===== config.mk =====
export PLATFORM = sky130hd
export DESIGN_NAME = calc_frontend_fsm
export DESIGN_NICKNAME = d
export VERILOG_FILES = /design/src/rtl/calc_pkg.sv /design/src/rtl/bin_to_bcd_seq.sv /design/src/rtl/calc_frontend_fsm.sv
export SDC_FILE = /design/constraint.sdc
export NUM_CORES = 1
export LEC_CHECK = 0
export ABC_AREA = 1
export CAP_MARGIN = 5
export CORE_UTILIZATION = 35
export CTS_CLUSTER_SIZE = 16
export DETAILED_ROUTE_END_ITERATION = 16
export SLEW_MARGIN = 10
export SYNTH_ARGS = -nofsm -noshare
export SYNTH_HDL_FRONTEND = slang
export SYNTH_HIERARCHICAL = 1
export SYNTH_SLANG_ARGS = --single-unit

===== constraint.sdc =====
create_clock -name clk -period 2.94 [get_ports clk]
set_clock_uncertainty 0.15 [all_clocks]
set_input_delay 0.294 -clock clk [delete_from_list [all_inputs] [get_ports clk]]
set_output_delay 0.294 -clock clk [all_outputs]
set_load 0.01 [all_outputs]

===== src/rtl/calc_pkg.sv =====
// Shared definitions for the keypad calculator front end.
// Holds the state encoding, keypad codes, operator encodings,
// default bus addresses and small key-decoding helpers.
package calc_pkg;

    // State encoding is visible on state_o, so the values are fixed.
    typedef enum logic [3:0] {
        ST_NUM1     = 4'd0,
        ST_OPSEL    = 4'd1,
        ST_NUM2     = 4'd2,
        ST_WR_OP1   = 4'd3,
        ST_WR_OPC   = 4'd4,
        ST_WR_OP2   = 4'd5,
        ST_WAIT_CPU = 4'd6,
        ST_READ     = 4'd7,
        ST_CONVERT  = 4'd8,
        ST_DISPLAY  = 4'd9
    } state_e;

    typedef enum logic [1:0] {
        OP_ADD = 2'd0,
        OP_SUB = 2'd1,
        OP_MUL = 2'd2,
        OP_DIV = 2'd3
    } op_e;

    localparam logic [3:0] KEY_ADD   = 4'hA;
    localparam logic [3:0] KEY_SUB   = 4'hB;
    localparam logic [3:0] KEY_MUL   = 4'hC;
    localparam logic [3:0] KEY_DIV   = 4'hD;
    localparam logic [3:0] KEY_CLR   = 4'hE;
    localparam logic [3:0] KEY_ENTER = 4'hF;

    localparam logic [31:0] DEF_OP1_ADDR  = 32'd220;
    localparam logic [31:0] DEF_OP2_ADDR  = 32'd240;
    localparam logic [31:0] DEF_OPC_ADDR  = 32'd260;
    localparam logic [31:0] DEF_RES_ADDR  = 32'd280;
    localparam logic [31:0] DEF_IDLE_ADDR = 32'd320;

    function automatic logic is_digit(input logic [3:0] k);
        return k <= 4'd9;
    endfunction

    function automatic logic is_op(input logic [3:0] k);
        return (k >= KEY_ADD) && (k <= KEY_DIV);
    endfunction

    function automatic op_e key_to_op(input logic [3:0] k);
        op_e op;
        case (k)
            KEY_SUB: op = OP_SUB;
            KEY_MUL: op = OP_MUL;
            KEY_DIV: op = OP_DIV;
            default: op = OP_ADD;
        endcase
        return op;
    endfunction

endpackage


===== src/rtl/bin_to_bcd_seq.sv =====
// Sequential binary-to-BCD converter (shift-and-add-3, one bit per cycle).
// Ports:
//   clk, rst        clock, synchronous active-high reset
//   start           load bin and begin conversion (ignored while busy)
//   bin   [DATA_W]  binary value to convert
//   busy            conversion in progress
//   done            one-cycle pulse; bcd/ovf are valid on this cycle
//   bcd   [4*NDIG]  low NDIG BCD digits of the result
//   ovf             result needs more than NDIG digits
module bin_to_bcd_seq #(
    parameter int DATA_W = 32,
    parameter int NDIG   = 8
) (
    input  logic                clk,
    input  logic                rst,
    input  logic                start,
    input  logic [DATA_W-1:0]   bin,
    output logic                busy,
    output logic                done,
    output logic [4*NDIG-1:0]   bcd,
    output logic                ovf
);

    // Enough digits to hold any DATA_W-bit value, so overflow can be
    // seen as a non-zero digit above the NDIG visible ones.
    localparam int FULL_DIG = DATA_W / 3 + 1;
    localparam int WDIG     = (FULL_DIG > NDIG) ? FULL_DIG : NDIG;
    localparam int CNT_W    = $clog2(DATA_W + 1);

    logic [4*WDIG-1:0] bcd_q;
    logic [4*WDIG-1:0] bcd_adj;
    logic [DATA_W-1:0] bin_q;
    logic [CNT_W-1:0]  cnt_q;
    logic              busy_q;
    logic              done_q;

    // Digits of 5 or more get +3 before the shift so they carry correctly.
    always_comb begin
        bcd_adj = bcd_q;
        for (int i = 0; i < WDIG; i++) begin
            if (bcd_q[4*i +: 4] >= 4'd5) begin
                bcd_adj[4*i +: 4] = bcd_q[4*i +: 4] + 4'd3;
            end
        end
    end

    always_comb begin
        ovf = 1'b0;
        for (int i = NDIG; i < WDIG; i++) begin
            ovf = ovf | (bcd_q[4*i +: 4] != 4'd0);
        end
    end

    // NOTE: sequential state uses non-blocking assignments so every register
    // samples the values from before the clock edge.
    always_ff @(posedge clk) begin
        if (rst) begin
            bcd_q  <= '0;
            bin_q  <= '0;
            cnt_q  <= '0;
            busy_q <= 1'b0;
            done_q <= 1'b0;
        end else begin
            done_q <= 1'b0;
            if (busy_q) begin
                bcd_q <= {bcd_adj[4*WDIG-2:0], bin_q[DATA_W-1]};
                bin_q <= {bin_q[DATA_W-2:0], 1'b0};
                cnt_q <= cnt_q + 1'b1;
                if (cnt_q == CNT_W'(DATA_W - 1)) begin
                    busy_q <= 1'b0;
                    done_q <= 1'b1;
                end
            end else if (start) begin
                bin_q  <= bin;
                bcd_q  <= '0;
                cnt_q  <= '0;
                busy_q <= 1'b1;
            end
        end
    end

    assign busy = busy_q;
    assign done = done_q;
    assign bcd  = bcd_q[4*NDIG-1:0];

endmodule


===== src/rtl/calc_frontend_fsm.sv =====
// Keypad-to-CPU calculator front end.
// Collects two decimal operands and an operator from keypad events, writes
// them to the CPU's memory-mapped addresses, waits for the CPU (with a
// timeout), reads the result back and converts it to BCD for display.
// Ports:
//   clk, rst                 clock, synchronous active-high reset
//   key_valid, key_code[4]   decoded key event (0-9 digit, A-D op, E clr, F enter)
//   cpu_done                 CPU completion pulse
//   read_data[DATA_W]        bus read data, valid a cycle after the address
//   address[32]              bus address (IDLE_ADDR when idle)
//   write_data[DATA_W]       bus write data
//   fpga_write               bus write strobe
//   cpu_enable               high while waiting on the CPU
//   disp_bcd[8*DIGITS]       BCD for the display (operand or result)
//   disp_op[2]               latched operator
//   state_o[4]               current state
//   error                    sticky CPU timeout flag
module calc_frontend_fsm
    import calc_pkg::*;
#(
    parameter int          DIGITS    = 4,
    parameter int          DATA_W    = 32,
    parameter logic [31:0] OP1_ADDR  = DEF_OP1_ADDR,
    parameter logic [31:0] OPC_ADDR  = DEF_OPC_ADDR,
    parameter logic [31:0] OP2_ADDR  = DEF_OP2_ADDR,
    parameter logic [31:0] RES_ADDR  = DEF_RES_ADDR,
    parameter logic [31:0] IDLE_ADDR = DEF_IDLE_ADDR,
    parameter int          TIMEOUT   = 1000000
) (
    input  logic                  clk,
    input  logic                  rst,
    input  logic                  key_valid,
    input  logic [3:0]            key_code,
    input  logic                  cpu_done,
    input  logic [DATA_W-1:0]     read_data,
    output logic [31:0]           address,
    output logic [DATA_W-1:0]     write_data,
    output logic                  fpga_write,
    output logic                  cpu_enable,
    output logic [4*DIGITS*2-1:0] disp_bcd,
    output logic [1:0]            disp_op,
    output logic [3:0]            state_o,
    output logic                  error
);

    localparam int BCD_W  = 4 * DIGITS;
    localparam int DISP_W = 2 * BCD_W;
    localparam int CNT_W  = $clog2(DIGITS + 1);
    localparam int TMR_W  = $clog2(TIMEOUT + 1);

    localparam logic [CNT_W-1:0]  DIG_MAX = CNT_W'(DIGITS);
    localparam logic [TMR_W-1:0]  TMR_TOP = TMR_W'(TIMEOUT - 1);
    localparam logic [DISP_W-1:0] DISP_SAT  = {(2*DIGITS){4'h9}};
    localparam logic [DISP_W-1:0] DISP_DASH = {(2*DIGITS){4'hF}};

    state_e             state_q,   state_d;
    logic [BCD_W-1:0]   op1_bcd_q, op1_bcd_d, op2_bcd_q, op2_bcd_d;
    logic [DATA_W-1:0]  op1_bin_q, op1_bin_d, op2_bin_q, op2_bin_d;
    logic [CNT_W-1:0]   op1_cnt_q, op1_cnt_d, op2_cnt_q, op2_cnt_d;
    op_e                op_q,      op_d;
    logic               err_q,     err_d;
    logic [TMR_W-1:0]   tmr_q,     tmr_d;
    logic               rd_cnt_q,  rd_cnt_d;
    logic [DISP_W-1:0]  disp_q,    disp_d;

    logic               conv_start, conv_busy, conv_done, conv_ovf;
    logic [DISP_W-1:0]  conv_bcd;

    function automatic logic [DATA_W-1:0] acc_step(input logic [DATA_W-1:0] acc,
                                                   input logic [3:0]        d);
        return (acc << 3) + (acc << 1) + {{(DATA_W-4){1'b0}}, d};
    endfunction

    bin_to_bcd_seq #(
        .DATA_W (DATA_W),
        .NDIG   (2*DIGITS)
    ) u_conv (
        .clk   (clk),
        .rst   (rst),
        .start (conv_start),
        .bin   (read_data),
        .busy  (conv_busy),
        .done  (conv_done),
        .bcd   (conv_bcd),
        .ovf   (conv_ovf)
    );

    always_ff @(posedge clk) begin
        if (rst) begin
            state_q   <= ST_NUM1;
            op1_bcd_q <= '0;
            op1_bin_q <= '0;
            op1_cnt_q <= '0;
            op2_bcd_q <= '0;
            op2_bin_q <= '0;
            op2_cnt_q <= '0;
            op_q      <= OP_ADD;
            err_q     <= 1'b0;
            tmr_q     <= '0;
            rd_cnt_q  <= 1'b0;
            disp_q    <= '0;
        end else begin
            state_q   <= state_d;
            op1_bcd_q <= op1_bcd_d;
            op1_bin_q <= op1_bin_d;
            op1_cnt_q <= op1_cnt_d;
            op2_bcd_q <= op2_bcd_d;
            op2_bin_q <= op2_bin_d;
            op2_cnt_q <= op2_cnt_d;
            op_q      <= op_d;
            err_q     <= err_d;
            tmr_q     <= tmr_d;
            rd_cnt_q  <= rd_cnt_d;
            disp_q    <= disp_d;
        end
    end

    always_comb begin
        // NOTE: every signal driven here gets a default first, so no path
        // through the case statement can leave one unassigned and infer a latch.
        state_d    = state_q;
        op1_bcd_d  = op1_bcd_q;
        op1_bin_d  = op1_bin_q;
        op1_cnt_d  = op1_cnt_q;
        op2_bcd_d  = op2_bcd_q;
        op2_bin_d  = op2_bin_q;
        op2_cnt_d  = op2_cnt_q;
        op_d       = op_q;
        err_d      = err_q;
        tmr_d      = tmr_q;
        rd_cnt_d   = rd_cnt_q;
        disp_d     = disp_q;
        conv_start = 1'b0;
        address    = IDLE_ADDR;
        write_data = '0;
        fpga_write = 1'b0;
        cpu_enable = 1'b0;

        case (state_q)
            ST_NUM1: begin
                if (key_valid) begin
                    if (is_digit(key_code)) begin
                        if (op1_cnt_q < DIG_MAX) begin
                            op1_bcd_d = BCD_W'({op1_bcd_q, key_code});
                            op1_bin_d = acc_step(op1_bin_q, key_code);
                            op1_cnt_d = op1_cnt_q + 1'b1;
                        end
                    end else if (key_code == KEY_ENTER) begin
                        state_d = ST_OPSEL;
                    end else if (key_code == KEY_CLR) begin
                        op1_bcd_d = '0;
                        op1_bin_d = '0;
                        op1_cnt_d = '0;
                    end
                end
            end
            ST_OPSEL: begin
                // The operator stays latched until enter; add is the default.
                if (key_valid) begin
                    if (is_op(key_code)) begin
                        op_d = key_to_op(key_code);
                    end else if (key_code == KEY_ENTER) begin
                        state_d = ST_NUM2;
                    end else if (key_code == KEY_CLR) begin
                        op_d = OP_ADD;
                    end
                end
            end
            ST_NUM2: begin
                if (key_valid) begin
                    if (is_digit(key_code)) begin
                        if (op2_cnt_q < DIG_MAX) begin
                            op2_bcd_d = BCD_W'({op2_bcd_q, key_code});
                            op2_bin_d = acc_step(op2_bin_q, key_code);
                            op2_cnt_d = op2_cnt_q + 1'b1;
                        end
                    end else if (key_code == KEY_ENTER) begin
                        state_d = ST_WR_OP1;
                    end else if (key_code == KEY_CLR) begin
                        op2_bcd_d = '0;
                        op2_bin_d = '0;
                        op2_cnt_d = '0;
                    end
                end
            end
            ST_WR_OP1: begin
                address    = OP1_ADDR;
                write_data = op1_bin_q;
                fpga_write = 1'b1;
                state_d    = ST_WR_OPC;
            end
            ST_WR_OPC: begin
                address    = OPC_ADDR;
                write_data = {{(DATA_W-2){1'b0}}, op_q};
                fpga_write = 1'b1;
                state_d    = ST_WR_OP2;
            end
            ST_WR_OP2: begin
                address    = OP2_ADDR;
                write_data = op2_bin_q;
                fpga_write = 1'b1;
                tmr_d      = '0;
                state_d    = ST_WAIT_CPU;
            end
            ST_WAIT_CPU: begin
                cpu_enable = 1'b1;
                // Completion on the final timer cycle still counts as success.
                if (cpu_done) begin
                    rd_cnt_d = 1'b0;
                    state_d  = ST_READ;
                end else if (tmr_q == TMR_TOP) begin
                    err_d   = 1'b1;
                    disp_d  = DISP_DASH;
                    state_d = ST_DISPLAY;
                end else begin
                    tmr_d = tmr_q + 1'b1;
                end
            end
            ST_READ: begin
                // First cycle presents the address; read_data is valid on the
                // second and is captured by the converter on its start.
                address = RES_ADDR;
                if (!rd_cnt_q) begin
                    rd_cnt_d = 1'b1;
                end else if (!conv_busy) begin
                    conv_start = 1'b1;
                    state_d    = ST_CONVERT;
                end
            end
            ST_CONVERT: begin
                if (conv_done) begin
                    disp_d  = conv_ovf ? DISP_SAT : conv_bcd;
                    state_d = ST_DISPLAY;
                end
            end
            ST_DISPLAY: begin
                if (key_valid && (key_code == KEY_ENTER || key_code == KEY_CLR)) begin
                    op1_bcd_d = '0;
                    op1_bin_d = '0;
                    op1_cnt_d = '0;
                    op2_bcd_d = '0;
                    op2_bin_d = '0;
                    op2_cnt_d = '0;
                    op_d      = OP_ADD;
                    err_d     = 1'b0;
                    state_d   = ST_NUM1;
                end
            end
            default: begin
                state_d = ST_NUM1;
            end
        endcase

        // Entry states show the operand being edited, one cycle after the key.
        if (state_d == ST_NUM1 || state_d == ST_OPSEL) begin
            disp_d = {{BCD_W{1'b0}}, op1_bcd_d};
        end else if (state_d == ST_NUM2) begin
            disp_d = {{BCD_W{1'b0}}, op2_bcd_d};
        end
    end

    assign disp_bcd = disp_q;
    assign disp_op  = op_q;
    assign state_o  = state_q;
    assign error    = err_q;

endmodule

==> Word-level counts from Yosys, hierarchy flattened <==
Index checks and enable logic that the tools add are counted.
{ "classes": {"bitwise": 3, "n_eq_ne": 38, "reduce_logical": 30, "magnitude_cmp": 16, "n_addsub": 19, "mux": 103} }
{ "ops": {"columns": ["cell", "count"], "rows": [
  ["$mux 32", 15],
  ["$mux 16", 14],
  ["$pmux 32 s2", 3],
  ["$mux 4", 25],
  ["$pmux 32 s3", 1],
  ["$mux 44", 2],
  ["$add 32x32->32", 2],
  ["$add 32x4->32", 2],
  ["$pmux 16 s2", 2],
  ["$ge 4x3->1 const B", 11],
  ["$add 4x2->4 const B", 10],
  ["$mux 20", 2],
  ["$pmux 20 s2", 1],
  ["$pmux 4 s10", 1],
  ["$pmux 9 s4", 1],
  ["$mux 3", 10],
  ["$eq 4x4->1 const B", 7],
  ["$ne 3x3->1 const B", 8],
  ["$add 20x1->20 const B", 1],
  ["$eq 20x20->1 const B", 1],
  ["$eq 4x3->1 const B", 4],
  ["$ne 2x2->1 const B", 8],
  ["$reduce_bool 2->1", 8],
  ["$reduce_bool 4->1", 4],
  ["other kinds (31)", 66]
]} }
{ "word_totals": {"output_inout_bits": 105, "inputBits": 40, "reg_bits": 246} }

==> Depth between registers and ports, before layout <==
{ "logic_depth": {"word_depth": 9, "ltp_mapped": 15, "depth_no_buf": 15} }

==> By module <==
The synthesis kept the hierarchy.
{ "modules_own_cells": {"columns": ["module", "area_per_inst_um2", "cells_per_inst", "n_inst", "seq_area_each_um2"], "rows": [
  ["calc_frontend_fsm", 12064.1, 1839, 1, 3243.1],
  ["bin_to_bcd_seq", 4827.1, 709, 1, 1681.6]
]} }

==> Least setup slack after synthesis <==
OpenSTA, ideal clock, no wires.
{ "synth_timing": {"kind": "flip-flop to flip-flop", "from": "register op2_bin_q[0]", "to": "register op2_bin_q[31]", "required_time_ps": 2658, "period_less_slack_ps": 2525, "path_stages_with_launch": 12, "slack_ps": 415, "t_arrival_ps": 2243, "setup_time_ps": 132, "path_cell_list": "dfxtp_1 -> fa_1 -> ha_1 -> nand2_1 -> o21ai_0 -> a21oi_1 -> o21ai_0 -> nand3b_1 -> nand2_1 -> nand2_1 -> nand3_1 -> a21oi_1"} }
{ "synth_via": {"elab_chain_len": 6} }
{ "synth_lines": {"columns": ["item", "line", "source"], "rows": [
  ["from (decl)", "calc_frontend_fsm.sv:58", "logic [DATA_W-1:0] op1_bin_q, op1_bin_d, op2_bin_q, op2_bin_d;"],
  ["from (signal assigned)", "calc_frontend_fsm.sv:108", "op2_bin_q <= op2_bin_d;"],
  ["$add 32x32->32", "calc_frontend_fsm.sv:71", "return (acc << 3) + (acc << 1) + {{(DATA_W-4){1'b0}}, d};"],
  ["$add 32x4->32", "calc_frontend_fsm.sv:71", null],
  ["$mux 32", "calc_frontend_fsm.sv:172", "if (op2_cnt_q < DIG_MAX) begin"],
  ["$mux 32", "calc_frontend_fsm.sv:171", "if (is_digit(key_code)) begin"],
  ["$mux 32", "calc_frontend_fsm.sv:170", "if (key_valid) begin"],
  ["$pmux 32 s2", "calc_frontend_fsm.sv:139", "case (state_q)"]
]} }
Every way passes these cells. The select of a mux whose other input is x is not followed.
A chain may end at the register's enable or synchronous reset.

==> Worst setup path after layout <==
{ "layout_timing": {"from": "register state_q[1] (netlist: state_o[1])", "to": "output port write_data[12]"} }
{ "layout_via": {"elab_chain_len": 2, "word_cells_on_any_way": 4} }
{ "layout_lines": {"columns": ["item", "line", "source"], "rows": [
  ["from (decl)", "calc_frontend_fsm.sv:56", "state_e state_q, state_d;"],
  ["from (signal assigned)", "calc_frontend_fsm.sv:103", "state_q <= state_d;"],
  ["$eq 4x3->1 or $eq 4x2->1 (tied branches)", "calc_frontend_fsm.sv:139", null],
  ["$pmux 32 s3 *", "calc_frontend_fsm.sv:139", null],
  ["to (decl)", "calc_frontend_fsm.sv:37", "output logic [DATA_W-1:0] write_data,"]
]} }
Mark *: on every way between the ends. The rest lies on a longest branch, timed or not.

==> summary.md <==
| Metric | Value |
|---|---|
| DR top layer | `met5` |
| Initial antenna violation count | `1` |
| Average cell area after synthesis | `around 6.6 um^2` |
| Setup crit end kind | `primary output` |
| Post-synthesis sequential element count | `roughly 250` |
| Antenna fix cells | `0` |
| Total die area | `approximately 0.049 mm^2` |
| CP max stage delay | `~0.56 ns` |
| Longest Clk Path Bufs | `3` |
| YS warnings | `6` |
| Buffers on Ports | `around 120` |
| Nets@finish | `2877` |
| WL met3 | `approximately 3200 um` |
| Via density | `slightly above 5` |
| H-tree Lvls | `1` |
| Post-Syn Instances | `approximately 2500` |
| Unique masters post-synth | `a little under 50` |
| DR iter-0 viols | `between 1000 and 1500` |
| Tcrit/Tclk final | `0.977` |
| Pins Over Slew Limit | `0` |
| Via count | `roughly 17000` |
| Clk_lat worst skew | `0.60 ns` |
| Total Power | `about 0.0077 W` |
| Die height | `about 220 um` |
| Most common cell after layout, fill and taps aside | `nand2_1` |
| Leakage | `~9.4 nW` |
| Main synth FF type | `dfxtp_1` |
| Crit path launch type | `flop` |
| Max Cap Viol | `0` |
| P per Cell Area | `approximately 380 mW/mm^2` |
| Metal-1 WL | `24500 um` |
| Crit-path cells | `buf_4 > inv_2 > nand2_1 > inv_2 > nand2_4 > inv_4 > buf_4 > a22o_1 > clkdlybuf4s50_1` |
| Vias in the first global route | `~16000` |
| R2R depth | `9` |
| Initial Util | `0.355` |
| FILL cells | `roughly 5000` |
| Post-synth EDFFs | `0` |
| Worst reg-to-reg setup slack | `between 0.2 and 0.25 ns` |
| Sequential fraction of the synthesis area | `0.292` |
| Fmax | `roughly 350 MHz` |
| CP startpoint | `state_o[1]$_SDFF_PP0_` |
| RD Place Congestion | `approximately 0.99` |
| WHS Path Cells | `5` |
| Initial DRT Pass Iterations | `5` |
| Critical path class | `reg2out` |
| First-pass GRT wire length | `~85000 um` |
| Min Tclk post-route | `between 2 and 3 ns` |
| DRC viols | `0` |
| Root Driver | `clkbuf_16` |
| Status | `complete, no violations` |
| Post-DRT Antenna Nets | `0` |
| Hold Crit Class | `in2reg` |
| Critical path depth | `9` |
| Placeable core area | `roughly 0.048 mm^2` |
| CP max-delay cell | `clkdlybuf4s50_1` |
| Largest net degree at the start of global routing | `~100` |
| Reg-to-Reg End | `op1_bin_q[25]$_SDFFE_PP0P_` |
| GR Overflow Total | `0` |
| Setup TNS | `0 ns` |
| Mapped cell area | `between 0.015 and 0.02 mm^2` |
| Final hold vios | `0` |
| Buffer and inverter count on the worst path | `6` |
| Number of setup violations in the final report | `0` |
| Commonest non-fill, non-tap cells in the layout | `nand2_1, nor2_1, inv_1, dfxtp_1, a21oi_1` |
| Num ports | `around 150` |
| CP endpoint | `write_data[12]` |
| Die Span X | `around 220 um` |
| DR WL/cell | `16.1 um` |
| Clock Sinks | `246` |
| Met2 WL | `around 24000 um` |
| Async SR Flop Fraction | `0` |
| CTS buffer count | `30` |
| CTS tree | `built` |
| Total track usage | `0.213` |
| Peak supply drop | `0.492 mV` |
| Share of layout cells above drive strength 1 | `0.0790` |
| Area Growth Syn to Fin | `18.7%` |
| Cell Rows | `80` |
| Delay-heaviest family, CP | `buffers and inverters` |
| Final HPWL DP | `a little over 40000 um` |
| Crit path required time | `around 2.5 ns` |
| Arrival @ worst endpoint | `roughly 2.4 ns` |
| Max-slew headroom | `0.267` |
| R2R Path Start | `op1_bin_q[23]$_SDFFE_PP0P_` |
| Final wirelength | `around 54000 um` |
| Worst-Margin Slew | `between 1 and 1.5 ns` |
| CP max FO | `5` |
| Clk slew on worst S/H paths | `roughly 0.06 ns` |
==> sequential cells by signal, indices dropped and copies added, names as in the netlist, 16 cells and up <==
register      count
u_conv/bcd_q     44
op2_bcd_q        16
op2_bin_q        32
u_conv/bin_q     32
op1_bin_q        32
disp_bcd         32
tmr_q            20
op1_bcd_q        16
==> worst min-delay path, delay by kind of cell <==
family        cells  cell delay [ns]
simple gates      3             0.16
buf+inv           2             0.42
==> logic make-up after synthesis <==
kind of cell | after synthesis | synth area share
other cells | 1 | 0.000222
flops | 246 | 0.292
simple gates | 1170 | 0.292
fa+ha+maj | 149 | 0.112
compound gates | 527 | 0.177
buf+inv | 430 | 0.114
xor+xnor | 25 | 0.0130
==> how the worst min path moves through the flow <==
stage	start	end
after floorplan	u_conv/bin_q[31]$_SDFFE_PP0P_	u_conv/bcd_q[0]$_SDFFE_PP0P_
after global placement	op2_cnt_q[2]$_SDFFE_PP0P_	op2_cnt_q[2]$_SDFFE_PP0P_
after detailed placement	u_conv/bcd_q[41]$_SDFFE_PP0P_	u_conv/bcd_q[41]$_SDFFE_PP0P_
after CTS	read_data[0]	u_conv/bin_q[0]$_SDFFE_PP0P_
after global routing	read_data[10]	u_conv/bin_q[10]$_SDFFE_PP0P_
final	read_data[10]	u_conv/bin_q[10]$_SDFFE_PP0P_
==> report_power, final <==
group / total, W / internal (W) / switching [W]
combinational: 0.000510 / 0.000202 / 0.000308
sequential: 0.00340 / 0.00336 / 0.0000369
clock: 0.00375 / 0.00218 / 0.00157
total: 0.00766 / 0.00575 / 0.00191
==> area by class of cell <==
cell class                      instances  area [um^2]  share of cell area
Timing Repair inverter                  1         7.51            0.000375
Tap cell                              615          769              0.0384
Sequential cell                       246         4930               0.246
Clock buffer                           42          846              0.0422
Multi-Input combinational cell       1896        10200               0.508
Timing Repair Buffer                  219         2060               0.103
Clock inverter                         12          148             0.00737
Inverter                              294         1110              0.0553
==> synthesized netlist by cell type, types with 2 or more instances <==
cell type  instances  share of area
nand3_1          137          0.041
a211oi_1           5         0.0022
nor3_1            32         0.0095
nand2_4            2         0.0013
a22oi_1           19         0.0084
xnor2_1            9         0.0047
a31oi_1           11         0.0041
buf_2             34          0.010
nor2_1           275          0.061
a32o_1             2         0.0012
o21ai_0          131          0.039
o21ai_1           29         0.0086
clkinv_1           2        0.00044
nor2_4             7         0.0047
dfxtp_1          246           0.29
or2_2              9         0.0033
nor2_2             6         0.0022
and3_1             3         0.0011
xor2_1            16         0.0083
fa_1               4         0.0047
buf_6              3         0.0020
a21o_1             8         0.0036
clkbuf_1          31         0.0069
ha_1             145           0.11
buf_4             64          0.028
a21oi_2            4         0.0021
inv_2             17         0.0038
nand3b_1           7         0.0031
a21boi_0           4         0.0018
nor4_1             4         0.0015
nand4_1           56          0.021
buf_1              4        0.00089
o21a_1             3         0.0013
a32oi_1            4         0.0021
nand3_2            2         0.0012
nand2_1          620           0.14
a21oi_1          237          0.070
inv_1            274          0.061
o21bai_1           8         0.0036
a22o_1            29          0.015
nand2_2            8         0.0030
o211ai_1          24          0.011
o22ai_1            7         0.0026
==> per-stage QoR <==
step                       util  area [um^2]  instances  setup WS (ns)  hold WS, ns
after global routing      0.421        20000       3325        -0.0111        0.204
final                     0.421        20000       3325         0.0681        0.164
after floorplan               -        17000       2572          0.415        0.290
after CTS                 0.419        20000       3324        0.00484        0.132
after detailed placement  0.396        18900       3263         -0.446        0.307
after global placement    0.396        18900       3263         -0.430        0.302
==> timing repair <==
| item | CTS | global route |
|---|---|---|
| buffers inserted | 5 | 1 |
| pin swaps | 1 | 1 |
| hold buffers | 1 | 0 |
| hold endpoints to repair | 1 | 0 |
| gates resized for setup | 10 | 27 |
| endpoints found under the setup margin | 33 | 29 |
| gates cloned | 1 | 0 |
==> routing by layer <==
metal | global-route usage | vias up
met5 | 0 | -
met4 | 0.0647 | 2
met3 | 0.0313 | 91
met2 | 0.353 | 459
met1 | 0.283 | 7907
li1 | - | 8654
Note: power is estimated with default switching activity, not from simulation.
